File: src/rtl/fifo_stream_reader.sv
// Read-side controller for a show-ahead fifo: drains it into a registered valid/ready
// stream through a two-entry skid buffer and tags every BURST_LEN-th beat as last.
module fifo_stream_reader #(
    parameter int DATA_WIDTH = 32,
    parameter int BURST_LEN  = 4
) (
    input  logic                  clk,
    input  logic                  rst,
    input  logic                  fifo_empty,
    input  logic [DATA_WIDTH-1:0] fifo_dout,
    output logic                  fifo_rd_en,
    output logic                  out_valid,
    input  logic                  out_ready,
    output logic [DATA_WIDTH-1:0] out_data,
    output logic                  out_last,
    output logic [15:0]           beat_cnt
);

    localparam int BW = (BURST_LEN > 1) ? $clog2(BURST_LEN) : 1;
    localparam logic [BW-1:0] BCNT_LAST = BW'(BURST_LEN - 1);

    logic [1:0]            r_occ;
    logic [DATA_WIDTH-1:0] r_e0;
    logic [DATA_WIDTH-1:0] r_e1;
    logic [BW-1:0]         r_bcnt;
    logic [15:0]           r_beat_cnt;

    logic w_push;
    logic w_xfer;

    // Pop decision uses only registered occupancy, so out_ready never reaches fifo_rd_en.
    assign w_push = !rst && !fifo_empty && (r_occ < 2'd2);
    assign w_xfer = (r_occ != 2'd0) && out_ready;

    assign fifo_rd_en = w_push;
    assign out_valid  = (r_occ != 2'd0);
    assign out_data   = r_e0;
    assign out_last   = out_valid && (r_bcnt == BCNT_LAST);
    assign beat_cnt   = r_beat_cnt;

    always_ff @(posedge clk or posedge rst) begin
        if (rst) begin
            r_occ      <= 2'd0;
            r_e0       <= '0;
            r_e1       <= '0;
            r_bcnt     <= '0;
            r_beat_cnt <= 16'd0;
        end else begin
            if (w_xfer) begin
                r_bcnt     <= (r_bcnt == BCNT_LAST) ? '0 : r_bcnt + 1'b1;
                r_beat_cnt <= r_beat_cnt + 16'd1;
            end
            case ({w_push, w_xfer})
                2'b10: begin
                    if (r_occ == 2'd0) r_e0 <= fifo_dout;
                    else               r_e1 <= fifo_dout;
                    r_occ <= r_occ + 2'd1;
                end
                2'b01: begin
                    r_e0  <= r_e1;
                    r_occ <= r_occ - 2'd1;
                end
                // push with transfer implies occ==1: new beat replaces the departing head
                2'b11: r_e0 <= fifo_dout;
                default: ;
            endcase
        end
    end

endmodule
File: config.mk
export PLATFORM = sky130hd
export DESIGN_NAME = fifo_stream_reader
export DESIGN_NICKNAME = d
export VERILOG_FILES = /design/src/rtl/fifo_stream_reader.sv
export SDC_FILE = /design/constraint.sdc
export NUM_CORES = 1
export LEC_CHECK = 0
export ABC_AREA = 1
export BUFFER_PORTS_ARGS = -buffer_cell sky130_fd_sc_hd__buf_2
export CAP_MARGIN = 5
export CORE_ASPECT_RATIO = 1.2
export CORE_MARGIN = 3
export CORE_UTILIZATION = 31
export CTS_CLUSTER_DIAMETER = 150
export DETAILED_ROUTE_END_ITERATION = 8
export HOLD_SLACK_MARGIN = 0.05
export PLACE_DENSITY = 0.5
export SLEW_MARGIN = 20
export SYNTH_ARGS = -nofsm -noshare
export SYNTH_HDL_FRONTEND = slang
export SYNTH_SLANG_ARGS = --single-unit
File: constraint.sdc
create_clock -name clk -period 6 [get_ports clk]
set_input_delay 1.5 -clock clk [delete_from_list [all_inputs] [get_ports clk]]
set_output_delay 1.5 -clock clk [all_outputs]
set_load 0.02 [all_outputs]
==> results of run 1 <==
==> layout by cell type (no fill, tap or decap), types with 2 or more instances in the layout <==
cell type	count
sky130_fd_sc_hd__bufinv_16	2
sky130_fd_sc_hd__nor2_4	2
sky130_fd_sc_hd__dfrtp_1	84
sky130_fd_sc_hd__o21ai_1	4
sky130_fd_sc_hd__nand2_2	2
sky130_fd_sc_hd__xor2_1	4
sky130_fd_sc_hd__nand2_4	4
sky130_fd_sc_hd__nand2_1	161
sky130_fd_sc_hd__nor3_1	2
sky130_fd_sc_hd__ha_1	3
sky130_fd_sc_hd__buf_2	86
sky130_fd_sc_hd__inv_2	2
sky130_fd_sc_hd__nor2_2	4
sky130_fd_sc_hd__xnor2_1	6
sky130_fd_sc_hd__nor2_1	14
sky130_fd_sc_hd__o21ai_0	65
sky130_fd_sc_hd__inv_1	44
sky130_fd_sc_hd__clkbuf_1	2
sky130_fd_sc_hd__clkbuf_16	9
sky130_fd_sc_hd__nand3_1	36
==> worst register-to-register path, delay by kind of cell, from the launching register on <==
family,cells,cell delay [ns]
AO/OA/AOI/OAI,2,0.25
XOR/XNOR,1,0.17
adder cells (fa/ha/maj),1,0.63
flip-flops,1,0.46
AND/OR/NAND/NOR,2,0.59
==> cell type report <==
type,instances,area share
sequential,84,0.441
clock buffer,12,0.0517
clock inverter,2,0.0126
tap,161,0.0422
timing repair buffer,87,0.0918
inverter,47,0.0373
multi-input combinational,316,0.324
==> per-stage QoR <==
step           area, um^2  instances
3_3_place_gp         4450        695
4_1_cts              4760        709
5_1_grt              4770        709
2_1_floorplan        3970        471
3_5_place_dp         4450        695
6_report             4770        709
==> cell families (layout without fill, tap and decap cells) <==
family | count (synthesis) | after routing | synth area share
AND/OR/NAND/NOR | 230 | 230 | 0.257
flip-flops | 84 | 84 | 0.529
AO/OA/AOI/OAI | 71 | 71 | 0.0901
buffers and inverters | 71 | 148 | 0.0851
XOR/XNOR | 11 | 11 | 0.0262
adder cells (fa/ha/maj) | 4 | 4 | 0.0126
==> registers in the layout, indices dropped and copies added, names as in the netlist <==
register  count
r_e1         32
out_data     32
r_occ         2
beat_cnt     16
r_bcnt        2
==> worst paths after layout <==
kind                             from           to  slack (ns)  cells past startpoint
min reg2reg                  r_e1[17]     r_e1[17]        0.48                      2
min in group asynchronous         rst  beat_cnt[5]        1.28                      2
max reg2reg                  r_occ[1]     r_occ[1]        3.82                      6
min                          r_e1[17]     r_e1[17]        0.48                      2
max                        fifo_empty   fifo_rd_en        2.43                      3
max in group asynchronous         rst  out_data[0]        3.69                      3
==> power groups by stage <==
| stage | Sequential (mW) | Clock (mW) | Combinational, mW |
|---|---|---|---|
| after floorplan | 1.06 | 0 | 0.486 |
| after global placement | 0.947 | 0 | 0.815 |
| after global routing | 0.973 | 0.622 | 0.931 |
| after detailed placement | 0.953 | 0 | 0.827 |
| after CTS | 0.947 | 0.599 | 0.831 |
| final | 0.945 | 0.582 | 0.822 |
==> per-layer routing <==
metal / up-vias / wire length (um)
met4: 0 / 103
met2: 73 / 4300
li1: 1622 / -
met1: 1524 / 4420
met3: 7 / 487
met5: - / 0
==> reports/results.md, run 1 <==
* 492 nW/um^2 — power density over the cells
* 0.750 — gpl congestion
* 0.722 ns — Least-Margin Pin Slew
* 1540 um^2 — area of combinational cells with multiple inputs
* 0 — count of yosys warnings during synthesis
* 0 — number of setup buffers added after CTS
* buffers and inverters — Crit path max-delay family
* 9310 um — wire length after detailed routing
* output pin — type of destination of the critical path
* sky130_fd_sc_hd__dfrtp_1, sky130_fd_sc_hd__nand2_1, sky130_fd_sc_hd__o21ai_0, sky130_fd_sc_hd__nand3_1, sky130_fd_sc_hd__inv_1 — main area contributors after synthesis
* 67 — largest net degree at the start of global routing
* 2.07 ns — arrival time of data at the critical path endpoint
* input pin to output pin — type of the setup path with the least slack
* 9 — clock buffer count from CTS
* 0.217 — ratio of cells with drive above 1 in the final layout
* 1.45 mW — cell-internal power
* 0.24 ns — delay of the slowest cell on the worst path
* 0.33 ns — clock latency on the worst-skew pair
* 2 — Critical path buffers and inverters
* 214 uV — largest vdd supply drop
* 899 uW — Switch Pwr
* sky130_fd_sc_hd__nand2_1 — dominant cell by count in the synthesized netlist
* sky130_fd_sc_hd__clkbuf_16 — clock root buffer master
* 0 — ANT cells
* 1312 — Filler Cell Count
* 0.529 — share of synthesized area occupied by flip-flops and latches
* 14200 um^2 — die area
* 109 um — Die Wd
* 0.135 — overall fraction of global-route tracks in use
* 585 — final net count
* 0.383 — share of total power consumed by net switching
* 13.1 um — post-DR wirelength/cell
* 0 — Antenna Nets Post-Route
* 130 um — die height
* met2 — highest-utilization routing layer at the global route stage
* 0.402 — Seq pwr share
* 0.06 ns — CTS clk-pin slew, worst paths
* 44 — row count
* sky130_fd_sc_hd__dfrtp_1 — area leader, netlist
* 84 — number of flip-flops and latches in the synthesized netlist
* 0.280 GHz — max frequency
* 6250 um — Detailed Place HPWL
* 0.0351 — grt met3 use
* 471 — number of instances in the synthesized netlist
* 0.322 — starting density of the core
* sky130_fd_sc_hd__dfrtp_1 — Top FF cell, synth
* 0 — Final setup violation count
* 2.35 mW — overall power after layout
* 0.181 — M1 GR Usage
* 107 — initial DRC count
* 84 — Sink Count
* 27 — unique cell type count in the Yosys netlist
* 0 — number of enable flip-flop cells after synthesis
* 0 — number of hold-repair buffers added at the cts stage
* 0.248 — part of the power in the clock network
* flop to flop — min-delay worst type
* buf_2 > nor3_4 > buf_2 — cells along the critical path
* 0.517 — worst-case headroom to the max-slew limit
* 2100 um^2 — Register Area
* sky130_fd_sc_hd__nor3_4 — cell with the largest stage delay on the worst path
* 3060 — number of global-route vias before repair
* 0 — global route overflow
* 0 — antenna violations before repair
* 8.43 um^2 — average cell area after synthesis
* 1.00 — fraction of registers with async set or reset after synthesis
* 0 ns — TNS Setup
* 0.350 — combinational share of power
* 87 — count of pins on the block boundary
* 0.00524 ns — Clock Skew
* 0 — final max-slew violation count
* 3226 — vias
* 0 — number of hold violations in the final report
* 2.52 nW — static power due to leakage
* sky130_fd_sc_hd__nand2_1, sky130_fd_sc_hd__dfrtp_1, sky130_fd_sc_hd__o21ai_0 — Post-synth top cells
* 4 — first-pass detailed-route iteration total
* complete, no violations — run status
* input pin — Startpoint Class
* 20.1% — area delta synth->final
* 0 — drt drc
* 0.529 — proportion of netlist area held by the largest area contributor
* 15200 um — global-route wire length before repair
* 3970 um^2 — area of the mapped netlist
* 4.50 ns — required time worst endpoint
* 0.216 — GRT met2 Usage
* 4 — maximum fanout along the worst path
* 0.387 — final design utilization
* sky130_fd_sc_hd__buf_2 — cell repeated most along the worst path
* 2.27 ns — worst slack after detailed placement
* 12300 um^2 — total core area
* no — RSZ-0062 raised after global routing
* 0 — # Max-Cap Violations
* 3.57 ns — Final min period
* 86 — number of input and output port buffers inserted
* 0.482 ns — worst hold margin
* 3 — CTS HTree Levels
* 4.55 — Vias per Instance
* 2.43 ns — setup ws final
* 511 — number of nets produced by synthesis
* 0.596 — Final Cycle Share
* built — clock tree from TritonCTS
* 0 — CTS-repair resized insts
* 2 — buffer levels on the longest clock path
Note: power is estimated with default switching activity, not from simulation.
==> run 2: changes to the inputs <==
--- a/config.mk
+++ b/config.mk
@@ -5,7 +5,7 @@
 export SDC_FILE = /design/constraint.sdc
 export NUM_CORES = 1
 export LEC_CHECK = 0
-export ABC_AREA = 1
+export ABC_AREA = 0
 export BUFFER_PORTS_ARGS = -buffer_cell sky130_fd_sc_hd__buf_2
 export CAP_MARGIN = 5
 export CORE_ASPECT_RATIO = 1.2
@@ -14,7 +14,7 @@
 export CTS_CLUSTER_DIAMETER = 150
 export DETAILED_ROUTE_END_ITERATION = 8
 export HOLD_SLACK_MARGIN = 0.05
-export PLACE_DENSITY = 0.5
+export PLACE_DENSITY = 0.51
 export SLEW_MARGIN = 20
 export SYNTH_ARGS = -nofsm -noshare
 export SYNTH_HDL_FRONTEND = slang
==> constraint.sdc (replaced) <==
create_clock -name clk -period 3.55 [get_ports clk]
set_input_delay 0.8875 -clock clk [delete_from_list [all_inputs] [get_ports clk]]
set_output_delay 0.8875 -clock clk [all_outputs]
set_load 0.02 [all_outputs]
==> run 2 against run 1 <==
  * Worst setup slack lost 1.4 ns
  * Utilization up 1.5 points
  * Die area decreased by 8.9%
  * Critical path depth grew 1
  * Global-route usage down 1.5 points
  * First-iteration DRC count shrank 50%
  * Non-clock buffer count grew 2
  * Hold slack worse by 0.010 ns
  * Wire length fell by 23%
  * Flip-flop and latch count is the same
==> reports/results.md, run 2 <==
* complete, no violations — run status
* 2 — maximum fanout along the worst path, -2
* 124 um — die height, -4.6%
* 7190 um — wire length after detailed routing, -23%
* 0.793 ns — Least-Margin Pin Slew, +0.0703 ns
* 0 — drt drc, unchanged
* 65 — largest net degree at the start of global routing, -3.0%
* 0.345 — share of total power consumed by net switching, -0.0379
* sky130_fd_sc_hd__dfrtp_1 — area leader, netlist
* output pin — type of destination of the critical path
* 28 — unique cell type count in the Yosys netlist, +3.7%
* beat_cnt[15] — end of the worst hold path
* 0.408 — Seq pwr share, +0.006
* 0 — Antenna Nets Post-Route, unchanged
* 293 — number of instances in the synthesized netlist, -38%
* sky130_fd_sc_hd__dfrtp_1 — dominant cell by count in the synthesized netlist
* 84 — Sink Count, unchanged
* sky130_fd_sc_hd__clkbuf_16 — clock root buffer master
* 4900 um — Detailed Place HPWL, -22%
* 0 — number of hold-repair buffers added at the cts stage, unchanged
* 12300 um — global-route wire length before repair, -19%
* 4.43 — Vias per Instance, -2.6%
* 2380 — vias, -26%
* 42 — row count, -4.5%
* 13.4 um — post-DR wirelength/cell, +2.1%
* sky130_fd_sc_hd__buf_2 — commonest non-fill, non-tap cell in the layout
* 2.59 mW — cell-internal power, +78%
* sky130_fd_sc_hd__dfrtp_1, sky130_fd_sc_hd__nand2_1, sky130_fd_sc_hd__mux2_2, sky130_fd_sc_hd__mux2i_1, sky130_fd_sc_hd__o21ai_1 — Post-synth top cells
* built — clock tree from TritonCTS
* 104 um — Die Wd, -4.5%
* 0.584 — proportion of netlist area held by the largest area contributor, +0.0544
* buf_2 > or3_1 > inv_1 > buf_2 — cells along the critical path
* buffers and inverters — Crit path max-delay family
* 87 — count of pins on the block boundary, unchanged
* beat_cnt[15] — Hold Path Origin
* 0 — CTS-repair resized insts, unchanged
* no — RSZ-0062 raised after global routing
* 0.719 — gpl congestion, -4.2%
* 0 — number of enable flip-flop cells after synthesis, unchanged
* 3600 um^2 — area of the mapped netlist, -9.3%
* r_e1[17] — worst flop-to-flop path endpoint
* 1 — Hold Path Stages, -1
* 0 — antenna violations before repair, unchanged
* 1.00 — fraction of registers with async set or reset after synthesis, unchanged
* 84 — number of flip-flops and latches in the synthesized netlist, unchanged
* 13000 um^2 — die area, -8.9%
* 0.37 ns — delay of the slowest cell on the worst path, +0.13 ns
* 1.63 ns — arrival time of data at the critical path endpoint, -0.44 ns
* 0.841 ns — worst slack after detailed placement, -1.43 ns
* 1.03 ns — setup ws final, -1.39 ns
* sky130_fd_sc_hd__buf_2, sky130_fd_sc_hd__dfrtp_1, sky130_fd_sc_hd__nand2_1 — leading cell types in the layout, fill and taps excluded
* 0.322 — starting density of the core, -0.000329
* r_occ[0] — r2r startpoint
* 4500 um^2 — cell area after layout, -5.7%
* 9 — clock buffer count from CTS, unchanged
* 2.66 ns — required time worst endpoint, -1.84 ns
* 0.584 — share of synthesized area occupied by flip-flops and latches, +0.0544
* 0.251 — part of the power in the clock network, +0.003
* 3 — Critical path buffers and inverters, +1
* 54 — initial DRC count, -50%
* 0.00561 ns — Clock Skew, +0.000373 ns
* 0.397 GHz — max frequency
* 0.379 — ratio of cells with drive above 1 in the final layout, +0.161
* 333 — number of nets produced by synthesis, -35%
* 4180 um^2 — instance area at placement, -6.1%
* 2.19 nW — static power due to leakage, -13%
* sky130_fd_sc_hd__buf_2 — cell repeated most along the worst path
* input pin — Startpoint Class
* 321 uV — largest vdd supply drop, +50%
* 2448 — number of global-route vias before repair, -20%
* 1.36 mW — Switch Pwr, +51%
* 0 — count of yosys warnings during synthesis, unchanged
* flop to flop — min-delay worst type
* 0.33 ns — clock latency on the worst-skew pair, about the same
* 0 ns — TNS Setup, unchanged
* 11200 um^2 — total core area, -9.2%
* sky130_fd_sc_hd__or3_1 — cell with the largest stage delay on the worst path
* 12.3 um^2 — average cell area after synthesis, +46%
* 4 — Worst Reg-to-Reg Cells, -2
* 4 — Worst path depth, +1
* 0 — number of hold violations in the final report, unchanged
* 0 — global route overflow, unchanged
* 3 — CTS HTree Levels, unchanged
* 0.709 — Final Cycle Share
* input pin to output pin — type of the setup path with the least slack
* sky130_fd_sc_hd__dfrtp_1 — Top FF cell, synth
* 0.120 — overall fraction of global-route tracks in use, -0.0147
* 0 — # Max-Cap Violations, unchanged
* 24.9% — area delta synth->final
* 0 — final max-slew violation count, unchanged
* 2.52 ns — Final min period
* sky130_fd_sc_hd__dfrtp_1, sky130_fd_sc_hd__mux2_2, sky130_fd_sc_hd__mux2i_1, sky130_fd_sc_hd__nand2_1, sky130_fd_sc_hd__o21ai_1 — main area contributors after synthesis
* 2 — buffer levels on the longest clock path, unchanged
* 86 — number of input and output port buffers inserted, unchanged
* 0 — Final setup violation count, unchanged
* 4 — first-pass detailed-route iteration total, unchanged
* 0 — number of setup buffers added after CTS, unchanged
* 0.341 — combinational share of power, -0.009
* 0 — ANT cells, unchanged
* 1.33 ns — reg-to-reg setup timing slack, -2.49 ns
* 0.06 ns — CTS clk-pin slew, worst paths, about the same
* 878 nW/um^2 — power density over the cells, +78%
* 0.470 — worst-case headroom to the max-slew limit, -0.0470
* 418 — final net count, -29%
run 2: cell count changes after synthesis, sizes merged, moves of 2 or more:
cell,previous run,this run
mux2i,0,32
clkbuf,7,1
buf,17,14
nand4,1,3
nand3,37,4
inv,47,4
nor2,20,4
xnor2,7,13
o21ai,69,33
or2,0,2
mux2,0,32
nand2,167,47
nand3b,2,0
run 2: cell type report:
cell class,instances,area [um^2]
Sequential cell,84,2100
Clock inverter,5,75.1
Tap cell,154,193
Timing Repair Buffer,89,478
Inverter,4,16.3
Multi-Input combinational cell,190,1390
Fill cell,1113,6700
Clock buffer,11,243
run 2: cell families (layout without fill, tap and decap cells):
| kind of cell | after synthesis | count (layout) | share of synthesized area |
|---|---|---|---|
| AO/OA/AOI/OAI | 35 | 35 | 0.0514 |
| XOR/XNOR | 18 | 18 | 0.0438 |
| adder cells (fa/ha/maj) | 4 | 4 | 0.0139 |
| buffers and inverters | 19 | 109 | 0.0316 |
| flip-flops | 84 | 84 | 0.584 |
| multiplexers | 64 | 64 | 0.189 |
| AND/OR/NAND/NOR | 69 | 69 | 0.0865 |
run 2: power by group through the flow:
stage | Combinational, mW | Clock, mW | Sequential, mW
2_1_floorplan | 0.783 | 0 | 1.83
3_3_place_gp | 1.36 | 0 | 1.61
3_5_place_dp | 1.38 | 0 | 1.63
4_1_cts | 1.38 | 1.03 | 1.62
5_1_grt | 1.50 | 1.07 | 1.67
6_report | 1.35 | 0.991 | 1.61
run 2: through the flow:
| stage | std cells | hold WS [ns] | total power, mW | util |
|---|---|---|---|---|
| after detailed placement | 521 | 0.470 | 3.01 | 0.373 |
| final | 537 | 0.472 | 3.95 | 0.402 |
| after floorplan | 293 | 0.449 | 2.61 | - |
| after global placement | 521 | 0.461 | 2.97 | 0.373 |
| after CTS | 537 | 0.485 | 4.02 | 0.402 |
| after global routing | 537 | 0.492 | 4.24 | 0.402 |
run 2: layer usage:
metal / part of all wire / wire length [um] / GRT usage
met1: 0.45 / 3260 / 0.153
met2: 0.48 / 3480 / 0.193
met3: 0.053 / 380 / 0.0347
met4: 0.010 / 73 / 0.0474
met5: 0 / 0 / 0
run 2: worst max path at each step:
stage	end	from	slack (ns)
floorplan	beat_cnt[0]	rst	0.50
global route	fifo_rd_en	fifo_empty	0.98
global placement	r_e1[7]	fifo_empty	0.86
CTS	fifo_rd_en	fifo_empty	1.02
detailed placement	r_e1[17]	fifo_empty	0.84
finish	fifo_rd_en	fifo_empty	1.03
